**config.mk**
```make
export PLATFORM = sky130hd
export DESIGN_NAME = regfile_wen_decoder_pipe
export DESIGN_NICKNAME = d
export VERILOG_FILES = /design/src/rtl/regfile_wen_decoder_pipe.sv
export SDC_FILE = /design/constraint.sdc
export NUM_CORES = 1
export LEC_CHECK = 0
export CORE_MARGIN = 3
export CORE_UTILIZATION = 45
export DETAILED_ROUTE_END_ITERATION = 12
export GPL_TIMING_DRIVEN = 0
export PLACE_DENSITY = 0.73
export SLEW_MARGIN = 20
export SYNTH_ARGS = -nofsm -noshare
export SYNTH_HDL_FRONTEND = slang
export SYNTH_SLANG_ARGS = --single-unit
```
**constraint.sdc**
```tcl
create_clock -name clock -period 2.9 [get_ports clock]
set_clock_uncertainty 0.05 [all_clocks]
set_input_delay 0.58 -clock clock [delete_from_list [all_inputs] [get_ports clock]]
set_output_delay 0.58 -clock clock [all_outputs]
set_load 0.005 [all_outputs]
```
**src/rtl/regfile_wen_decoder_pipe.sv**
```systemverilog
// Purpose: decode register write requests into one-hot write enables, buffered in a 2-entry FIFO.
// Latency: 1 cycle from accept to out_valid when empty; otherwise in order behind older entries.
// Backpressure: in_ready drops only when both entries are full (registered count, no out_ready path).
//
// Ports:
//   clock, reset           rising-edge clock, asynchronous active-high reset
//   in_valid/in_ready      request handshake, in_addr = destination register
//   out_valid/out_ready    decoded-entry handshake, out_wen one-hot, out_addr binary
//   zero_drop, drop_cnt    pulse and saturating count of discarded register-0 writes
module regfile_wen_decoder_pipe #(
  parameter int ADDR_W    = 5,
  parameter int ZERO_LOCK = 1,
  parameter int CNT_W     = 8
) (
  input  logic                 clock,
  input  logic                 reset,
  input  logic                 in_valid,
  output logic                 in_ready,
  input  logic [ADDR_W-1:0]    in_addr,
  output logic                 out_valid,
  input  logic                 out_ready,
  output logic [2**ADDR_W-1:0] out_wen,
  output logic [ADDR_W-1:0]    out_addr,
  output logic                 zero_drop,
  output logic [CNT_W-1:0]     drop_cnt
);

  localparam int NREG = 2**ADDR_W;

  logic [ADDR_W-1:0] addr_q [2];
  logic [ADDR_W-1:0] addr_d [2];
  logic [NREG-1:0]   wen_q  [2];
  logic [NREG-1:0]   wen_d  [2];
  logic [1:0]        cnt_q, cnt_d;
  logic              wptr_q, wptr_d;
  logic              rptr_q, rptr_d;
  logic              zero_drop_q, zero_drop_d;
  logic [CNT_W-1:0]  drop_cnt_q, drop_cnt_d;

  logic              accept;
  logic              is_zero;
  logic              push;
  logic              pop;
  logic [NREG-1:0]   decoded;

  // Both handshake outputs depend only on the registered occupancy.
  assign in_ready  = (cnt_q != 2'd2);
  assign out_valid = (cnt_q != 2'd0);

  // Stale head contents are masked so nothing leaks while the buffer is empty.
  assign out_wen   = out_valid ? wen_q[rptr_q]  : '0;
  assign out_addr  = out_valid ? addr_q[rptr_q] : '0;
  assign zero_drop = zero_drop_q;
  assign drop_cnt  = drop_cnt_q;

  always_comb begin
    accept  = in_valid & in_ready;
    is_zero = (ZERO_LOCK != 0) && (in_addr == '0);
    // A locked register-0 write completes the handshake but never enters the buffer.
    push    = accept & ~is_zero;
    pop     = out_valid & out_ready;

    decoded          = '0;
    decoded[in_addr] = 1'b1;

    addr_d      = addr_q;
    wen_d       = wen_q;
    wptr_d      = wptr_q;
    rptr_d      = rptr_q;
    cnt_d       = cnt_q;
    zero_drop_d = accept & is_zero;
    drop_cnt_d  = drop_cnt_q;

    if (push) begin
      addr_d[wptr_q] = in_addr;
      wen_d[wptr_q]  = decoded;
      wptr_d         = ~wptr_q;
    end
    if (pop) begin
      rptr_d = ~rptr_q;
    end

    // With one entry, push+pop writes the free slot and retires the head,
    // so the new entry becomes the head and occupancy holds.
    case ({push, pop})
      2'b10:   cnt_d = cnt_q + 2'd1;
      2'b01:   cnt_d = cnt_q - 2'd1;
      default: cnt_d = cnt_q;
    endcase

    if (zero_drop_d && (drop_cnt_q != '1)) begin
      drop_cnt_d = drop_cnt_q + 1'b1;
    end
  end

  always_ff @(posedge clock or posedge reset) begin
    if (reset) begin
      for (int i = 0; i < 2; i++) begin
        addr_q[i] <= '0;
        wen_q[i]  <= '0;
      end
      cnt_q       <= '0;
      wptr_q      <= 1'b0;
      rptr_q      <= 1'b0;
      zero_drop_q <= 1'b0;
      drop_cnt_q  <= '0;
    end else begin
      addr_q      <= addr_d;
      wen_q       <= wen_d;
      cnt_q       <= cnt_d;
      wptr_q      <= wptr_d;
      rptr_q      <= rptr_d;
      zero_drop_q <= zero_drop_d;
      drop_cnt_q  <= drop_cnt_d;
    end
  end

endmodule

```
==> run_results.csv, run 1 <==
group,metric,value,unit
status,status,"complete, no violations",
synth,syn_nets,426,
synth,ys_types,36,
pwr,total_power,3840,uW
clocking,cts_root_buf,"clkbuf_8",
setup_path,crit_path_top_delay_cell,"clkdlybuf4s50_1",
setup_path,crit_path_end_kind,"primary output",
route,wl_per_cell,15.5,um
sta,slew_viol_final,0,
synth,synthArstFlopShare,100,%
synth,ys.flop_type,"dfrtp_1",
pwr,ir_drop,0.458,mV
sta,hold_ws,0.431,ns
sta,hold_viol,0,
sta,rsz0062_at_grt,"true",
synth,synth_seq_cells,87,
pwr,leakagePower,0.00227,uW
setup_path,crit_type,"register to primary output",
route,wl,9.22,mm
clocking,insertion_delay,0.35,ns
floorplanning,die_y,101,um
floorplanning,die_area,10300,um2
sta,period_minus_slack,2.82,ns
route,viasPerCell,5.23,
route,dr.pass1.iters,4,
synth,netlist_area,4100,um2
sta,slew_headroom,51.6,%
setup_path,cpLargestDelayFamily,"buffers and inverters",
sta,finalWorstSetupSlack,0.0758,ns
sta,fmax,0.354,GHz
clocking,h-tree-depth,3,
synth,yosysWarningCount,0,
final_layout,final_cell_area,5020,um2
floorplanning,core_area,8760,um2
final_layout,antennaDiodeCount,0,
synth,synthCells,415,
final_layout,area_delta_synth_final,22.5,%
global_routing,grt_max_degree,60,
setup_path,worstPathCellList,"buf_2 -> buf_2 -> mux2i_1 -> nor2_1 -> clkdlybuf4s50_1",
global_routing,grt_pass1_vias,3270,
final_layout,fillers,798,
sta,fin_crit_sh,97.4,%
placement,preCtsSetupSlack,0.142,ns
route,drc,0,
global_routing,grt_first_pass_wirelength,15.8,mm
final_layout,drive_gt1_share,12.5,%
clocking,numClockSinks,87,
setup_path,critPathBufInv,3,
clocking,cts_setup_buffers,0,
sta,worstMarginPinSlew,0.726,ns
synth,synth.avg_cell_area,9.87,um2
clocking,path_clk_slew,0.08,ns
route,vias,3115,
placement,gp_congestion,0.778,
final_layout,post-route-util,57.3,%
clocking,cts_buffers,9,
route,drtIter0Drc,125,
setup_path,worstPathArrival,2.19,ns
placement,io_buffers,56,
setup_path,crit_required,2.27,ns
setup_path,cp-start-kind,"register",
sta,setup_violations,0,
global_routing,antenna_found_initial,0,
floorplanning,initial_core_util,46.8,%
global_routing,overflow,0,
setup_path,critPathMaxFanout,10,
synth,synth-edff-count,0,
route,detail-route-antenna-nets,0,
pwr,cellPowerDensity,764,nW/um2
synth,ys_seq_area_share,53.1,%
setup_path,worst_path_largest_cell_delay,0.52,ns
final_layout,multi_input_area,1750,um2
floorplanning,core.rowCount,34,
floorplanning,ios,57,
clocking,cts_tree,"done",
setup_path,cp_common_cell,"buf_2",
run,maxCapViolCount,0,
final_layout,fin_nets,494,
placement,dpl_cell_area,4820,um2
hold_path,worst_hold_path_type,"register to register",
final_layout,regArea,2180,um2
global_routing,track_usage,19.7,%
placement,dp_hpwl,6.32,mm
floorplanning,die_w,101,um
clocking,clk_path_buf_depth,2,
[cells in the final DEF, fill, tap and decap left out, types with 3 or more instances in the layout]
master and count:
nor3b_1 4, dfrtp_1 87, and2_1 4, o21ai_1 5
buf_2 9, inv_1 3, xor2_1 7, buf_4 3
mux2i_1 37, nand2_1 99, clkinv_2 3, nor2_1 42
buf_6 3, clkbuf_1 5, o21ai_0 57, nor3_1 3
nand3_1 3, mux2_2 13, buf_1 3, clkbuf_2 7
clkdlybuf4s50_1 56, clkbuf_8 10
[kinds of logic after synthesis]
group	share of synthesized area (%)
and+or+nand+nor	18.6
adders and majority gates	0.611
xor gates and xnor gates	1.92
muxes	12.6
DFF	53.1
buffers and inverters	4.12
AOI/OAI and AO/OA	9.04
[worst reg2reg max path, cell delays in order (launching register included)]
cell	delay (ns)
dfrtp_1	0.41
nand2b_2	0.27
nand4_4	0.21
nor3_1	0.27
mux2_2	0.35
[layout make-up]
cell class,instances,area share [%]
Multi-Input combinational cell,296,34.9
Clock inverter,4,0.898
Clock buffer,12,2.89
Tap cell,108,2.69
Buffer,28,3.17
Sequential cell,87,43.4
Timing Repair Buffer,57,11.7
Inverter,4,0.349
[cells in the mapped netlist, types with 2 or more instances]
library cell	count	area [um2]
o21ai_0	57	285
buf_4	3	22.5
nor2_1	42	158
and2_1	4	25.0
nor2b_1	2	12.5
clkbuf_2	3	15.0
inv_1	4	15.0
o2111ai_4	2	52.6
nor3b_1	4	30.0
buf_1	3	11.3
mux2i_1	37	370
buf_6	3	33.8
nand3_1	3	15.0
mux2_2	13	146
xor2_1	7	61.3
xnor2_1	2	17.5
dfrtp_1	87	2180
ha_1	2	25.0
nand2_1	99	372
and3b_1	2	17.5
clkbuf_1	7	26.3
o21ai_1	5	25.0
nor3_1	3	15.0
buf_2	9	45.0
[metal layers]
| layer | GRT usage (%) | up-vias | part of all wire (%) |
|---|---|---|---|
| met4 | 7.87 | 0 | 2.0 |
| met5 | 0 | - | 0 |
| li1 | - | 1517 | - |
| met3 | 2.89 | 17 | 4.2 |
| met1 | 27.5 | 1511 | 46 |
| met2 | 31.2 | 70 | 48 |
[state kept, by name (all words and copies together) (netlist names)]
name       cells
rptr_q         1
addr_q        10
wptr_q         1
zero_drop      1
drop_cnt       8
wen_q         64
cnt_q          2
[through the flow]
step / TNS [ns] / instances
finish: 0 / 596
global route: -0.0598 / 596
CTS: 0 / 596
detailed placement: 0 / 580
global placement: -108.24 / 579
floorplan: 0 / 415
[path summary, 6_finish.rpt]
path / to / cells after the start / from / slack (ns)
setup / recovery: out_wen[30] / 5 / rptr_q$_DFFE_PP0P_ / 0.08
min in group asynchronous: wen_q[52]$_DFFE_PP0P_ / 2 / reset / 0.52
hold / removal: wen_q[4]$_DFFE_PP0P_ / 2 / wen_q[4]$_DFFE_PP0P_ / 0.43
setup reg to reg: drop_cnt[6]$_DFFE_PP0P_ / 4 / cnt_q[0]$_DFFE_PP0P_ / 1.23
hold reg to reg: wen_q[4]$_DFFE_PP0P_ / 2 / wen_q[4]$_DFFE_PP0P_ / 0.43
max in group asynchronous: wen_q[11]$_DFFE_PP0P_ / 3 / reset / 1.67
[what timing repair did]
item	CTS	global route
gates resized for setup	2	4
cloned	0	0
hold buffers	0	0
pin swaps	0	0
setup endpoints to repair	30	23
[report_power, final]
part / switching [uW] / total, uW / leakage (uW) / internal, uW
Combinational: 778 / 1460 / 0.000997 / 681
Clock: 405 / 823 / 0.000100 / 418
Sequential: 127 / 1550 / 0.00118 / 1430
No activity file was read; power rests on OpenSTA's default activity.
==> run 2, diff against run 1 <==
--- a/config.mk
+++ b/config.mk
@@ -5,6 +5,7 @@
 export SDC_FILE = /design/constraint.sdc
 export NUM_CORES = 1
 export LEC_CHECK = 0
+export ABC_CLOCK_PERIOD_IN_PS = 2900
 export CORE_MARGIN = 3
 export CORE_UTILIZATION = 45
 export DETAILED_ROUTE_END_ITERATION = 12
==> results of run 2 <==
The final DEF is identical to that of run 1; final timing and power are the same.
==> run 3, diff against run 2 <==
--- a/config.mk
+++ b/config.mk
@@ -5,12 +5,12 @@
 export SDC_FILE = /design/constraint.sdc
 export NUM_CORES = 1
 export LEC_CHECK = 0
-export ABC_CLOCK_PERIOD_IN_PS = 2900
-export CORE_MARGIN = 3
+export ABC_CLOCK_PERIOD_IN_PS = 2500
 export CORE_UTILIZATION = 45
 export DETAILED_ROUTE_END_ITERATION = 12
 export GPL_TIMING_DRIVEN = 0
 export PLACE_DENSITY = 0.73
+export SKIP_CTS_REPAIR_TIMING = 1
 export SLEW_MARGIN = 20
 export SYNTH_ARGS = -nofsm -noshare
 export SYNTH_HDL_FRONTEND = slang
==> constraint.sdc (replaced) <==
create_clock -name clock -period 2.5 [get_ports clock]
set_clock_uncertainty 0.05 [all_clocks]
set_input_delay 0.5 -clock clock [delete_from_list [all_inputs] [get_ports clock]]
set_output_delay 0.5 -clock clock [all_outputs]
set_load 0.005 [all_outputs]
==> run 3 against run 2 <==
  * Hold slack improved by 0.0012 ns
  * Setup slack got worse by 0.012 ns
  * Non-clock buffer count increased by 3
  * Total power increased by 20%
  * Largest power group unchanged
  * Count of clock-buffer cells in the layout decreased by 1
  * Flip-flop and latch count unchanged
  * Sequential power increased by 17%
==> run_results.csv, run 3 (synthesis gave the netlist of run 1 again) <==
group,metric,value,unit
setup_path,r2r_start,"cnt_q[0]$_DFFE_PP0P_",
sta,slew_viol_final,0,
final_layout,regArea,2180,um2
clocking,insertion_delay,0.35,ns
clocking,h-tree-depth,3,
floorplanning,core_area,8760,um2
setup_path,r2r_end,"drop_cnt[6]$_DFFE_PP0P_",
clocking,cts_root_buf,"clkbuf_8",
sta,period_minus_slack,2.44,ns
setup_path,cp-start-kind,"register",
setup_path,reg2reg_slack,0.71,ns
route,wl,9.26,mm
pwr,total_power,4590,uW
global_routing,overflow,0,
sta,fin_crit_sh,97.4,%
setup_path,crit_type,"register to primary output",
route,vias,3117,
global_routing,antenna_found_initial,0,
final_layout,fin_nets,497,
clocking,path_clk_slew,0.08,ns
clocking,cts_tree,"done",
pwr,clkPwrFrac,21.2,%
sta,worstMarginPinSlew,0.747,ns
final_layout,fin_cells,598,
setup_path,rr_worst_depth,5,
placement,io_buffers,56,
setup_path,crit_path_end_kind,"primary output",
floorplanning,initial_core_util,46.8,%
floorplanning,die_w,97.4,um
route,viasPerCell,5.21,
floorplanning,die_y,97.4,um
global_routing,grt_pass1_vias,3185,
clocking,clk_path_buf_depth,2,
setup_path,crit_path_top_delay_cell,"clkdlybuf4s50_1",
hold_path,holdCritStartpoint,"wen_q[15]$_DFFE_PP0P_",
final_layout,layout_common_cells,"nand2_1 (99), dfrtp_1 (87), o21ai_0 (57), clkdlybuf4s50_1 (55), nor2_1 (41)",
final_layout,drive_gt1_share,13.7,%
pwr,cellPowerDensity,900,nW/um2
sta,slew_headroom,50.1,%
sta,hold_ws,0.432,ns
placement,gp_congestion,0.752,
setup_path,crit_required,1.95,ns
setup_path,worstPathArrival,1.89,ns
setup_path,critPathMaxFanout,10,
placement,dp_hpwl,6.23,mm
sta,setup_violations,0,
final_layout,fillers,787,
global_routing,grt_max_degree,34,
final_layout,layout_commonest_cell,"nand2_1",
route,detail-route-antenna-nets,0,
floorplanning,die_area,9490,um2
sta,hold_viol,0,
global_routing,grt_first_pass_wirelength,15.6,mm
route,drc,0,
setup_path,cp_common_cell,"buf_8",
pwr,power_frac_comb,39.4,%
final_layout,area_delta_synth_final,24.4,%
setup_path,crit_start,"rptr_q$_DFFE_PP0P_",
hold_path,worst_hold_path_type,"register to register",
placement,preCtsSetupSlack,-0.184,ns
placement,dp.cells,581,
sta,fmax,0.410,GHz
setup_path,worstPathCellList,"buf_8 -> buf_8 -> mux2i_1 -> nor2_1 -> clkdlybuf4s50_1",
global_routing,use_met3,4.39,%
status,status,"complete, no violations",
pwr,power_switching,1550,uW
route,drtIter0Drc,125,
run,maxCapViolCount,0,
pwr,ir_drop,0.595,mV
hold_path,hold_depth,2,
final_layout,largest_reg_flops,64,
global_routing,top_usage_layer,"met2",
global_routing,met1_usage,28.2,%
route,dr.pass1.iters,4,
route,wl_per_cell,15.5,um
sta,tns,0,ns
clocking,cts_buffers,9,
pwr,leakagePower,0.00232,uW
final_layout,regMostFlops,"wen_q",
floorplanning,ios,57,
floorplanning,core.rowCount,34,
hold_path,min_to,"wen_q[15]$_DFFE_PP0P_",
pwr,p_sw_share,33.8,%
clocking,numClockSinks,87,
global_routing,track_usage,20.6,%
sta,finalWorstSetupSlack,0.0638,ns
setup_path,worst_path_largest_cell_delay,0.44,ns
final_layout,antennaDiodeCount,0,
final_layout,multi_input_area,1750,um2
pwr,pwr-share-seq,39.4,%
pwr,intPower,3040,uW
global_routing,grtUsageMet2,32.7,%
[run 3: cell count changes in the layout (fill, tap and decap cells not counted), sizes merged]
| cell | delta |
|---|---|
| clkdlybuf4s50 | -1 |
| dlymetal6s2s | +1 |
| clkinvlp | +1 |
| buf | +7 |
| clkbuf | -5 |
| inv | -1 |
[run 3: cell type report]
cell class / instances / share of cell area [%]
sequential: 87 / 42.7
multi-input combinational: 296 / 34.4
timing repair buffer: 60 / 12.1
buffer: 28 / 3.90
clock buffer: 11 / 2.97
tap: 108 / 2.65
clock inverter: 4 / 0.883
inverter: 4 / 0.368
[run 3: per-layer routing]
metal  vias to the layer above  part of all wire [%]
li1                       1524                     -
met3                        17                   4.2
met4                         0                   1.6
met1                      1509                    46
met5                         -                     0
met2                        67                    48
[run 3: metrics by stage]
| step | instance area (um2) | utilization (%) |
|---|---|---|
| floorplan | 4100 | - |
| global placement | 4800 | 54.7 |
| detailed placement | 4840 | 55.2 |
| CTS | 5030 | 57.4 |
| global route | 5100 | 58.2 |
| finish | 5100 | 58.2 |
[run 3: worst max-delay path by stage]
| stage | slack, ns | to | cells past startpoint |
|---|---|---|---|
| floorplan | 0.70 | drop_cnt[6]$_DFFE_PP0P_ | 5 |
| global placement | -0.13 | out_wen[28] | 5 |
| detailed placement | -0.18 | out_wen[28] | 5 |
| CTS | -0.58 | out_wen[28] | 5 |
| global route | -0.02 | out_wen[17] | 5 |
| finish | 0.06 | out_wen[18] | 5 |
[run 3: power groups by stage]
stage,clock network (uW),registers [uW],logic [uW]
final,974,1810,1810
after floorplan,0,1800,1070
after detailed placement,0,1830,1700
after CTS,997,1800,1710
after global placement,0,1810,1670
after global routing,1060,1840,1960
[run 3: critical path, delay by kind of cell, from the launching register on]
| kind | cells | cell delay [ns] |
|---|---|---|
| and+or+nand+nor | 1 | 0.06 |
| DFF | 1 | 0.41 |
| muxes | 1 | 0.26 |
| buffers and inverters | 3 | 0.81 |
